<file path="config.mk">
export PLATFORM = sky130hd
export DESIGN_NAME = cmd_queue_sched
export DESIGN_NICKNAME = d
export VERILOG_FILES = /design/src/rtl/cmd_queue_sched.sv
export SDC_FILE = /design/constraint.sdc
export NUM_CORES = 1
export LEC_CHECK = 0
export BUFFER_PORTS_ARGS = -buffer_cell sky130_fd_sc_hd__buf_4
export CAP_MARGIN = 20
export CORE_MARGIN = 2
export CORE_UTILIZATION = 44
export CTS_CLUSTER_DIAMETER = 50
export DETAILED_ROUTE_END_ITERATION = 12
export PLACE_DENSITY = 0.8
export REMOVE_ABC_BUFFERS = 1
export SLEW_MARGIN = 25
export SYNTH_ARGS = -nofsm -noshare
export SYNTH_HDL_FRONTEND = slang
export SYNTH_SLANG_ARGS = --single-unit
</file>
<file path="constraint.sdc">
create_clock -name clk -period 3.43 [get_ports clk]
set_clock_uncertainty 0.05 [all_clocks]
set_input_delay 0.8575 -clock clk [delete_from_list [all_inputs] [get_ports clk]]
set_output_delay 0.8575 -clock clk [all_outputs]
set_load 0.01 [all_outputs]
</file>
<file path="src/rtl/cmd_queue_sched.sv">
// Command-queue front end: round-robin write arbitration between fetch and host,
// paced reads toward DECODE, occupancy tracking and a flush/recover sequence.
module cmd_queue_sched #(
  parameter int unsigned DATA_W = 30,
  parameter int unsigned DEPTH  = 16,
  parameter int unsigned CNT_W  = 5
) (
  input  logic              clk,
  input  logic              reset,
  input  logic              f_valid,
  input  logic [DATA_W-1:0] f_data,
  output logic              f_ready,
  input  logic              h_valid,
  input  logic [DATA_W-1:0] h_data,
  output logic              h_ready,
  input  logic              flush,
  input  logic              dec_ready,
  output logic              q_write,
  output logic [DATA_W-1:0] q_data,
  output logic              q_read,
  output logic              q_clear,
  output logic              dec_valid,
  output logic [CNT_W-1:0]  count,
  output logic              full,
  output logic              empty
);

  typedef enum logic [1:0] {
    RUN,
    FLUSH,
    RECOVER
  } state_e;

  typedef enum logic {
    GRANT_FETCH,
    GRANT_HOST
  } grant_e;

  state_e              state;
  grant_e              last_grant;
  logic [CNT_W-1:0]    count_r;
  logic                q_write_r;
  logic [DATA_W-1:0]   q_data_r;
  logic                q_clear_r;
  logic                dec_pending;

  logic                accept_ok;
  logic                f_win;
  logic                h_win;
  logic                f_hs;
  logic                h_hs;
  logic                wr_hs;
  logic                rd;

  always_comb begin
    accept_ok = (state == RUN) && !flush && (count_r < CNT_W'(DEPTH));
    // On a tie the requester that did not win last time gets the slot.
    f_win     = f_valid && (!h_valid || (last_grant == GRANT_HOST));
    h_win     = h_valid && (!f_valid || (last_grant == GRANT_FETCH));
    f_hs      = accept_ok && f_win;
    h_hs      = accept_ok && h_win;
    wr_hs     = f_hs || h_hs;
    // A write still in flight is counted but not yet in the queue, so it cannot be popped.
    rd        = (state == RUN) && !flush && dec_ready && (count_r > CNT_W'(q_write_r));
  end

  always_ff @(posedge clk) begin
    if (reset) begin
      state       <= RUN;
      last_grant  <= GRANT_HOST;
      count_r     <= '0;
      q_write_r   <= 1'b0;
      q_data_r    <= '0;
      q_clear_r   <= 1'b0;
      dec_pending <= 1'b0;
    end else begin
      q_write_r   <= wr_hs;
      q_clear_r   <= flush;
      dec_pending <= rd;

      if (wr_hs) begin
        q_data_r   <= f_hs ? f_data : h_data;
        last_grant <= f_hs ? GRANT_FETCH : GRANT_HOST;
      end

      if (flush) begin
        count_r <= '0;
      end else if (wr_hs && !rd) begin
        count_r <= count_r + CNT_W'(1);
      end else if (!wr_hs && rd) begin
        count_r <= count_r - CNT_W'(1);
      end

      case (state)
        RUN:     state <= flush ? FLUSH : RUN;
        FLUSH:   state <= flush ? FLUSH : RECOVER;
        RECOVER: state <= flush ? FLUSH : RUN;
        default: state <= RUN;
      endcase
    end
  end

  assign f_ready   = f_hs;
  assign h_ready   = h_hs;
  assign q_write   = q_write_r;
  assign q_data    = q_data_r;
  assign q_read    = rd;
  assign q_clear   = q_clear_r;
  assign dec_valid = dec_pending && (state == RUN) && !flush;
  assign count     = count_r;
  assign full      = (count_r == CNT_W'(DEPTH));
  assign empty     = (count_r == '0);

endmodule

</file>
==> implementation parameters, run 1 <==
Parameter                              Value

Run status
  Result of the run    finished, final reports clean

Setup path
  Most Frequent Cell on Critical Path    ha_1
  Slowest library cell on the worst path    o311ai_0
  Crit path max fanout    7
  Type of element capturing the critical path    flip-flop
  Delay of the slowest cell on the worst path    530 ps
  Worst EP required    between 3000 and 4000 ps
  Category of the critical setup timing path    flip-flop to flip-flop
  Cell-by-cell listing of the critical path    inv_1 -> ha_1 -> nor2_1 -> o311ai_0 -> ha_1 -> inv_1 -> ha_1 -> a21oi_1 -> a211o_1 -> a211oi_1 -> a31o_2
  Nature of the critical path startpoint    flip-flop
  Number of buffers and inverters on the critical path    2
  Signal arrival time at the worst endpoint    3170 ps
  Top Family by Delay on Critical Path    compound AO/OA/AOI/OAI gates

Power
  Pwr dens    ~410 mW/mm^2
  IR Drop Worst-Case VDD    0.000249 V
  Cell leakage power    1.31 nW
  Power Total    1.16 mW

Timing
  Minimum period implied by the final worst setup slack    2970 ps
  Smallest hold slack    449 ps
  Max-slew violation count    0
  Final period utilization    0.867
  Setup repair after global routing missed its margin    false
  Rel. slew slack    0.594
  Pin slew with the least headroom to its limit    601 ps
  Smallest setup slack after layout    456 ps
  Setup-violating endpoint count in the final report    0
  Achievable Freq    336 MHz
  Fin. Hold Viols    0

Synthesis
  Count of mapped cells out of synthesis    234
  Post-synth top area share    0.428
  Synth async-reset ratio    0
  Top_reg_cell synth    dfxtp_1
  Leading post-synthesis cells by cell area    dfxtp_1, a311oi_1, nand2_1
  Yosys warning count    0
  Synth Cell Area    0.00192 mm^2
  Number of enable-type register cells in the synthesized netlist    0
  Portion of the post-synthesis area used by sequential elements    0.428
  Number of distinct library cells after synthesis    37
  Avg Synthesized Cell Area    8.20 um^2
  Dominant cell type by area after synthesis    dfxtp_1
  Register bit count reported by yosys    41

Cells and area
  Most common cell after layout, fill and taps aside    buf_4
  Most used cells in the layout excluding fill and tap cells    buf_4, nand2_1, dfxtp_1
  Area growth, synth to finish    45.2%
  Final #Nets    405
  Share of cells above drive strength 1    0.362
  Summed area of non-filler cells in the final layout    0.00279 mm^2
  Total inserted antenna cells    0
  Number of fill cells in the layout    377

Route
  Total Wirelength    between 5000 and 6000 um
  Remaining antenna violation count    0
  Vias per cell    5.10
  Post-route DRC    0
  Routed wire length per instance    roughly 13 um
  Initial detailed-routing violation count    102
  Vias after detailed routing    approximately 2000
  Pre-antenna DRT Iters    4

Global route
  GRT Residual Overflow    0
  Initial antenna violation count    0
  Largest net degree at the start of global routing    62
  Global-route wire length before repair    8200 um
  Overall fraction of global-route tracks in use    0.207
  Vias in the first global route    1853

Clock tree
  Clock slew at the register clock pins of the worst setup and hold paths    70 ps
  Master cell of the clock root buffer    clkbuf_8
  Post-cts resize count    0
  Clock tree from TritonCTS    done
  Clock network latency to the later pin of the worst-skew pair    290 ps
  Deepest clock path buffer count    2
  Total clock buffers created by CTS    5
  Setup fix buffers added after clock tree synthesis    0
  Number of sinks handled by clock tree synthesis    41
  Hold bufs inserted after CTS    0
  H-tree lvl count    2

Floorplanning
  Chip Height    70.0 um
  Starting density of the core    0.450
  Floorplan die area    0.00490 mm^2
  Number of cell rows    24
  I/O pin cnt    109
  CORE AREA    0.00426 mm^2
  Die Span X    70.0 um

Placed design
  Total placed instance area    0.00271 mm^2
  DP HPWL    3620 um
  GPL Wtd Cong    0.739
  Number of buffer cells added on primary ports    108
  Placement Setup Slack    452 ps

Hold path
  Worst min path class    flip-flop to flip-flop

Run
  Max cap viols    0
[metrics by stage]
step / std cells / utilization / setup TNS [ps]
after floorplan: 215 / - / -479
after global placement: 378 / 0.634 / 0
after detailed placement: 378 / 0.634 / 0
after CTS: 386 / 0.653 / 0
after global routing: 386 / 0.653 / 0
final: 386 / 0.653 / 0
[metal layers]
metal | global-route usage | part of all wire | vias to the layer above
met5 | 0 | 0 | -
met4 | 0.0598 | 0.017 | 0
met3 | 0.114 | 0.12 | 9
met2 | 0.350 | 0.46 | 81
met1 | 0.221 | 0.40 | 870
li1 | - | - | 1009
[worst paths after layout]
kind                   start    endpoint  slack [ps]  depth (start not counted)
setup / recovery    count[0]    count[4]         460                         11
hold / removal    q_data[22]  q_data[22]         450                          2
setup reg to reg    count[0]    count[4]         460                         11
hold reg to reg   q_data[22]  q_data[22]         450                          2
[logic make-up after synthesis]
group	count (synthesis)	synth area share
compound gates	41	0.178
xor+xnor	2	0.00913
fa+ha+maj	6	0.0431
buf+inv	23	0.0665
flops	41	0.428
mux	1	0.00522
simple gates	120	0.270
[state kept, by name, summed over array words and instances (netlist names)]
signal,count
count,5
dec_pending,1
last_grant,1
q_clear,1
q_data,30
q_write,1
state,2
[power by group]
part           total, mW  switching [mW]  internal [mW]  leakage (nW)
Sequential         0.545          0.0272          0.517         0.338
Clock              0.296           0.152          0.144        0.0395
Combinational      0.315           0.151          0.164         0.930
Total               1.16           0.330          0.826          1.31
[worst min-delay path: stages, from the launching register on]
cell and delay, ps:
dfxtp_1 310, nor2_1 90, a311oi_1 50
[layout make-up]
class / count / area (um^2) / area share
sequential: 41 / 821 / 0.295
clock buffer: 8 / 80.1 / 0.0288
inverter: 4 / 15.0 / 0.00539
multi-input combinational: 170 / 971 / 0.349
timing repair buffer: 111 / 833 / 0.299
tap: 52 / 65.1 / 0.0234
[Yosys cell counts (2+ instances only)]
library cell and instances:
nor2b_1 2, clkbuf_1 9, buf_4 4, a311oi_1 30
dfxtp_1 41, and2_1 2, inv_1 3, ha_1 5
buf_6 3, nor3b_1 2, nor3_1 2, nor2_1 39
nand3_1 4, nand2_1 61, a21oi_1 3, buf_2 3
(Power assumes the default switching activity.)
==> run 2, diff against run 1 <==
==> constraint.sdc (replaced) <==
create_clock -name clk -period 2.9 [get_ports clk]
set_clock_uncertainty 0.05 [all_clocks]
set_input_delay 0.725 -clock clk [delete_from_list [all_inputs] [get_ports clk]]
set_output_delay 0.725 -clock clk [all_outputs]
set_load 0.01 [all_outputs]
==> run 2 against run 1 <==
Setup slack worse by 160 ps. Register-to-register slack worse by 160 ps. Clock power rose by 25%. Total power is 20% higher. Global-route usage grew 0.63 points. Combinational power is 20% higher. Sequential share of layout area down 0.22 points. Routed wire length is 0.84% higher. Hold slack barely moved. Clock-buffer cell count fell by 1. First-iteration DRC count fell by 14%. Non-clock buffer count is 1 higher.
==> implementation parameters, run 2 (synthesis gave the netlist of run 1 again) <==
Parameter                              Value

Cells and area
  Max reg flops    30 (unchanged)
  Most used cells in the layout excluding fill and tap cells    buf_4, nand2_1, dfxtp_1 (unchanged)
  Total inserted antenna cells    0 (unchanged)
  Most common cell after layout, fill and taps aside    buf_4 (unchanged)
  Reg area    821 um^2 (unchanged)
  Number of fill cells in the layout    390 (was 377)
  Multi-input logic area    978 um^2 (was 971 um^2)
  Summed area of non-filler cells in the final layout    0.00281 mm^2 (was 0.00279 mm^2)
  Area growth, synth to finish    46.3% (was 45.2%)
  Share of cells above drive strength 1    0.371 (was 0.362)
  Final #Nets    406 (was 405)

Clock tree
  Deepest clock path buffer count    2 (unchanged)
  Setup fix buffers added after clock tree synthesis    0 (unchanged)
  Clock network latency to the later pin of the worst-skew pair    290 ps (about the same)
  Number of sinks handled by clock tree synthesis    41 (unchanged)
  Clock tree from TritonCTS    done (unchanged)
  Hold bufs inserted after CTS    0 (unchanged)
  Total clock buffers created by CTS    5 (unchanged)
  H-tree lvl count    2 (unchanged)
  Clock slew at the register clock pins of the worst setup and hold paths    70 ps (about the same)
  Master cell of the clock root buffer    clkbuf_8 (unchanged)
  Post-cts resize count    1 (was 0)

Route
  Routed wire length per instance    13.1 um (was 13.0 um)
  Initial detailed-routing violation count    88 (was 102)
  Vias after detailed routing    1963 (was 1969)
  Post-route DRC    0 (unchanged)
  Remaining antenna violation count    0 (unchanged)
  Pre-antenna DRT Iters    4 (unchanged)
  Vias per cell    5.09 (was 5.10)
  Total Wirelength    5060 um (was 5020 um)

Timing
  Final period utilization    0.899 (was 0.867)
  Achievable Freq    384 MHz (was 336 MHz)
  Minimum period implied by the final worst setup slack    2610 ps (was 2970 ps)
  Rel. slew slack    0.622 (was 0.594)
  Pin slew with the least headroom to its limit    567 ps (was 601 ps)
  Setup repair after global routing missed its margin    false (unchanged)
  Fin. Hold Viols    0 (unchanged)
  Max-slew violation count    0 (unchanged)
  Setup-violating endpoint count in the final report    0 (unchanged)

Run status
  Result of the run    finished, final reports clean (unchanged)

Setup path
  Worst EP required    3090 ps (was 3620 ps)
  Slowest library cell on the worst path    or3_1 (was o311ai_0)
  Number of buffers and inverters on the critical path    1 (was 2)
  Category of the critical setup timing path    flip-flop to flip-flop (unchanged)
  Most Frequent Cell on Critical Path    ha_1 (unchanged)
  Crit path max fanout    5 (was 7)
  Type of element capturing the critical path    flip-flop (unchanged)
  Nature of the critical path startpoint    flip-flop (unchanged)
  Signal arrival time at the worst endpoint    2800 ps (was 3170 ps)
  Top Family by Delay on Critical Path    compound AO/OA/AOI/OAI gates (unchanged)
  Cell-by-cell listing of the critical path    or3_1 -> o311ai_2 -> ha_1 -> inv_1 -> ha_1 -> a21oi_1 -> a211o_1 -> a211oi_1 -> a31o_2 (was inv_1 -> ha_1 -> nor2_1 -> o311ai_0 -> ha_1 -> inv_1 -> ha_1 -> a21oi_1 -> a211o_1 -> a211oi_1 -> a31o_2)
  Delay of the slowest cell on the worst path    410 ps (was 530 ps)

Power
  Cell internal pwr    0.996 mW (was 0.826 mW)
  Net switching share of the total power    0.283 (was 0.285)
  Cell leakage power    1.32 nW (was 1.31 nW)
  Part of the power in combinational logic    0.272 (was 0.273)
  Net Switching    0.393 mW (was 0.330 mW)
  Clock share of power    0.266 (was 0.256)
  Pwr dens    495 mW/mm^2 (was 415 mW/mm^2)
  Part of the power in registers    0.462 (was 0.471)
  Power Total    1.39 mW (was 1.16 mW)
  IR Drop Worst-Case VDD    0.000268 V (was 0.000249 V)

Global route
  Vias in the first global route    1859 (was 1853)
  Largest net degree at the start of global routing    62 (unchanged)
  Initial antenna violation count    0 (unchanged)
  Overall fraction of global-route tracks in use    0.213 (was 0.207)
  Global-route wire length before repair    8440 um (was 8200 um)
  GRT Residual Overflow    0 (unchanged)

Placed design
  GPL Wtd Cong    0.808 (was 0.739)
  DP HPWL    3650 um (was 3620 um)
  Total placed instance area    0.00271 mm^2 (about the same)
  Number of buffer cells added on primary ports    108 (unchanged)

Floorplanning
  Starting density of the core    0.450 (unchanged)
  I/O pin cnt    109 (unchanged)
  CORE AREA    0.00426 mm^2 (unchanged)
  Floorplan die area    0.00490 mm^2 (unchanged)
  Die Span X    70.0 um (unchanged)
  Number of cell rows    24 (unchanged)
  Chip Height    70.0 um (unchanged)

Hold path
  Worst min path class    flip-flop to flip-flop (unchanged)

Run
  Max cap viols    0 (unchanged)
[run 2: changes by cell type in the layout (fill, tap and decap cells not counted), sizes merged]
cell	previous run	this run
buf	111	112
clkbuf	8	7
[run 2: through the flow]
step / util / cells / worst slack (ps) / setup TNS, ps / hold slack, ps
6_report: 0.658 / 386 / 294 / 0 / 449
5_1_grt: 0.658 / 386 / 58.0 / 0 / 476
4_1_cts: 0.656 / 386 / 175 / 0 / 452
3_5_place_dp: 0.636 / 379 / 10.8 / 0 / 442
3_3_place_gp: 0.636 / 379 / 129 / 0 / 437
2_1_floorplan: - / 215 / -670 / -1990 / 433
[run 2: worst paths after layout]
| check | startpoint | endpoint | slack [ps] | cells past startpoint |
|---|---|---|---|---|
| worst max-delay path | count[1] | count[4] | 290 | 9 |
| worst min-delay path | q_data[26] | q_data[26] | 450 | 2 |
| worst max register to register | count[1] | count[4] | 290 | 9 |
| worst min register to register | q_data[26] | q_data[26] | 450 | 2 |
[run 2: final cells by class]
type,count,area share
sequential,41,0.292
tap,52,0.0232
inverter,4,0.00535
timing repair buffer,112,0.300
multi-input combinational,170,0.349
clock buffer,7,0.0308
[run 2: metal layers]
layer / global-route usage / vias to the layer above / part of all wire
met5: 0 / - / 0
met4: 0.0684 / 0 / 0.015
met3: 0.110 / 8 / 0.11
met2: 0.347 / 72 / 0.46
met1: 0.241 / 875 / 0.41
li1: - / 1008 / -
[run 2: worst reg2reg max path, stage by stage (launching register included)]
cell and delay [ps]:
dfxtp_1 350, or3_1 410, o311ai_2 320, ha_1 240
inv_1 110, ha_1 350, a21oi_1 100, a211o_1 310
a211oi_1 200, a31o_2 130
[run 2: power groups by stage]
stage                     combinational [mW]  sequential [mW]  clock (mW)
after floorplan                        0.159            0.674           0
after global placement                 0.373            0.653           0
after detailed placement               0.381            0.654           0
after CTS                              0.382            0.642       0.382
after global routing                   0.422            0.649       0.406
final                                  0.378            0.642       0.369
==> run 3, diff against run 2 <==
--- a/config.mk
+++ b/config.mk
@@ -7,11 +7,13 @@
 export LEC_CHECK = 0
 export BUFFER_PORTS_ARGS = -buffer_cell sky130_fd_sc_hd__buf_4
 export CAP_MARGIN = 20
+export CELL_PAD_IN_SITES_DETAIL_PLACEMENT = 0
+export CELL_PAD_IN_SITES_GLOBAL_PLACEMENT = 1
 export CORE_MARGIN = 2
-export CORE_UTILIZATION = 44
+export CORE_UTILIZATION = 30
 export CTS_CLUSTER_DIAMETER = 50
 export DETAILED_ROUTE_END_ITERATION = 12
-export PLACE_DENSITY = 0.8
+export PLACE_DENSITY_LB_ADDON = 0.1
 export REMOVE_ABC_BUFFERS = 1
 export SLEW_MARGIN = 25
 export SYNTH_ARGS = -nofsm -noshare
==> run 3 against run 2 <==
Utilization down 20 points. Routed wire length rose by 9.8%. Sequential cell count is the same. Total power grew 13%. Combinational power hardly changed. Non-clock buffer count is 1 higher. Design area rose by 2.8%. Sequential share of layout area decreased by 0.80 points. Setup slack lost 44 ps. Largest power group unchanged. Highest routed layer unchanged.
==> implementation parameters, run 3 (synthesis gave the netlist of run 1 again) <==
Parameter                              Value

Setup path
  Crit path max fanout    5 (unchanged)
  Worst flop-to-flop path startpoint    count[1] (unchanged)
  Worst EP required    3100 ps (was 3090 ps)
  Type of element capturing the critical path    flip-flop (unchanged)
  Number of cells traversed by the worst register-to-register path    9 (unchanged)
  Endpoint of the lowest-slack register-to-register path    count[4] (unchanged)
  Signal arrival time at the worst endpoint    2850 ps (was 2800 ps)
  Nature of the critical path startpoint    flip-flop (unchanged)
  Category of the critical setup timing path    flip-flop to flip-flop (unchanged)
  Setup slack of the most critical reg-to-reg path    250 ps (was 290 ps)

Clock tree
  Clock slew at the register clock pins of the worst setup and hold paths    80 ps (was 70 ps)
  Clock tree from TritonCTS    done (unchanged)
  Master cell of the clock root buffer    clkbuf_8 (unchanged)
  Hold bufs inserted after CTS    0 (unchanged)
  H-tree lvl count    2 (unchanged)
  Total clock buffers created by CTS    5 (unchanged)
  Setup fix buffers added after clock tree synthesis    0 (unchanged)
  Post-cts resize count    0 (was 1)
  Clock network latency to the later pin of the worst-skew pair    300 ps (was 290 ps)
  Number of sinks handled by clock tree synthesis    41 (unchanged)
  Deepest clock path buffer count    2 (unchanged)

Hold path
  Number of stages on the worst hold path    2 (unchanged)
  Worst min path class    flip-flop to flip-flop (unchanged)
  Worst Hold Launch    q_data[23] (was q_data[26])
  End point of the most critical hold path    q_data[23] (was q_data[26])

Cells and area
  Max reg flops    30 (unchanged)
  Most used cells in the layout excluding fill and tap cells    buf_4, nand2_1, dfxtp_1 (unchanged)
  Most common cell after layout, fill and taps aside    buf_4 (unchanged)
  Area growth, synth to finish    50.4% (was 46.3%)
  Share of cells above drive strength 1    0.375 (was 0.371)
  Total inserted antenna cells    0 (unchanged)
  Final #Nets    407 (was 406)

Floorplanning
  Chip Height    84.0 um (was 70.0 um)
  Die Span X    84.0 um (was 70.0 um)
  Starting density of the core    0.306 (was 0.450)
  CORE AREA    0.00628 mm^2 (was 0.00426 mm^2)
  I/O pin cnt    109 (unchanged)
  Number of cell rows    29 (was 24)
  Floorplan die area    0.00705 mm^2 (was 0.00490 mm^2)

Timing
  Rel. slew slack    0.607 (was 0.622)
  Smallest setup slack after layout    250 ps (was 294 ps)
  Setup repair after global routing missed its margin    false (unchanged)
  Fin. Hold Viols    0 (unchanged)
  Achievable Freq    377 MHz (was 384 MHz)
  Total negative setup slack    0 ps (unchanged)
  Setup-violating endpoint count in the final report    0 (unchanged)
  Final period utilization    0.914 (was 0.899)
  Max-slew violation count    0 (unchanged)
  Pin slew with the least headroom to its limit    590 ps (was 567 ps)
  Minimum period implied by the final worst setup slack    2650 ps (was 2610 ps)

Global route
  Global-route wire length before repair    9070 um (was 8440 um)
  GRT Residual Overflow    0 (unchanged)
  Met2 usage    0.263 (was 0.347)
  Vias in the first global route    1886 (was 1859)
  Initial antenna violation count    0 (unchanged)
  Largest net degree at the start of global routing    62 (unchanged)
  Met1 track demand over resource    0.196 (was 0.241)
  Gr busiest metal    met2 (unchanged)
  GR Layer Usage met3    0.0534 (was 0.110)
  Overall fraction of global-route tracks in use    0.160 (was 0.213)

Placed design
  Placement Setup Slack    93.2 ps (was 10.8 ps)
  Number of buffer cells added on primary ports    108 (unchanged)
  DP HPWL    3810 um (was 3650 um)
  GPL Wtd Cong    0.750 (was 0.808)

Route
  Routed wire length per instance    13.5 um (was 13.1 um)
  Total Wirelength    5560 um (was 5060 um)
  Initial detailed-routing violation count    66 (was 88)
  Vias per cell    4.78 (was 5.09)
  Remaining antenna violation count    0 (unchanged)
  Vias after detailed routing    1973 (was 1963)
  Post-route DRC    0 (unchanged)
  Pre-antenna DRT Iters    4 (unchanged)

Power
  Pwr dens    545 mW/mm^2 (was 495 mW/mm^2)
  IR Drop Worst-Case VDD    0.000253 V (was 0.000268 V)
  Cell leakage power    1.35 nW (was 1.32 nW)

Run
  Max cap viols    0 (unchanged)

Run status
  Result of the run    finished, final reports clean (unchanged)
==> run 3: changes by cell type in the layout (fill, tap and decap cells not counted), sizes merged <==
cell | previous run | this run
clkinv | 0 | 1
bufinv | 0 | 2
buf | 112 | 113
clkbuf | 7 | 5
==> run 3: worst max path at each step <==
stage              from       end  slack, ps
5_1_grt        count[1]  count[4]        100
3_3_place_gp      flush  count[4]        140
3_5_place_dp      flush  count[4]         90
6_report       count[1]  count[4]        250
4_1_cts        count[1]  count[4]        120
2_1_floorplan     flush  count[4]       -670
==> run 3: per-layer routing <==
metal / share of wire / up-vias
met3: 0.068 / 8
met1: 0.44 / 897
met2: 0.48 / 54
met5: 0 / -
met4: 0.014 / 0
li1: - / 1014
==> run 3: through the flow <==
step                      cell area, um^2  cells  power (mW)   util  hold slack, ps
after CTS                            2890    413        1.60  0.460             452
after floorplan                      1810    215       0.833      -             433
after detailed placement             2750    405        1.04  0.438             440
final                                2890    413        1.57  0.460             450
after global routing                 2890    413        1.66  0.460             465
after global placement               2750    405        1.04  0.438             439
==> run 3: power by group <==
group | internal (mW) | switching, mW | total (mW)
Clock | 0.342 | 0.211 | 0.553
Combinational | 0.197 | 0.183 | 0.379
Sequential | 0.612 | 0.0294 | 0.641
==> run 3: final cells by class <==
class	instances	area (um^2)
Sequential cell	41	821
Clock buffer	5	68.8
Multi-Input combinational cell	170	971
Inverter	4	15.0
Tap cell	77	96.3
Timing Repair Buffer	113	848
Fill cell	655	3390
Clock inverter	3	65.1
==> run 3: worst max-delay path, stage by stage (launching register included) <==
cell and delay, ps:
dfxtp_1 370, or3_1 400, o311ai_1 340, ha_1 230, inv_1 110, ha_1 350
a21oi_1 100, a211o_1 310, a211oi_1 200, a31o_2 130
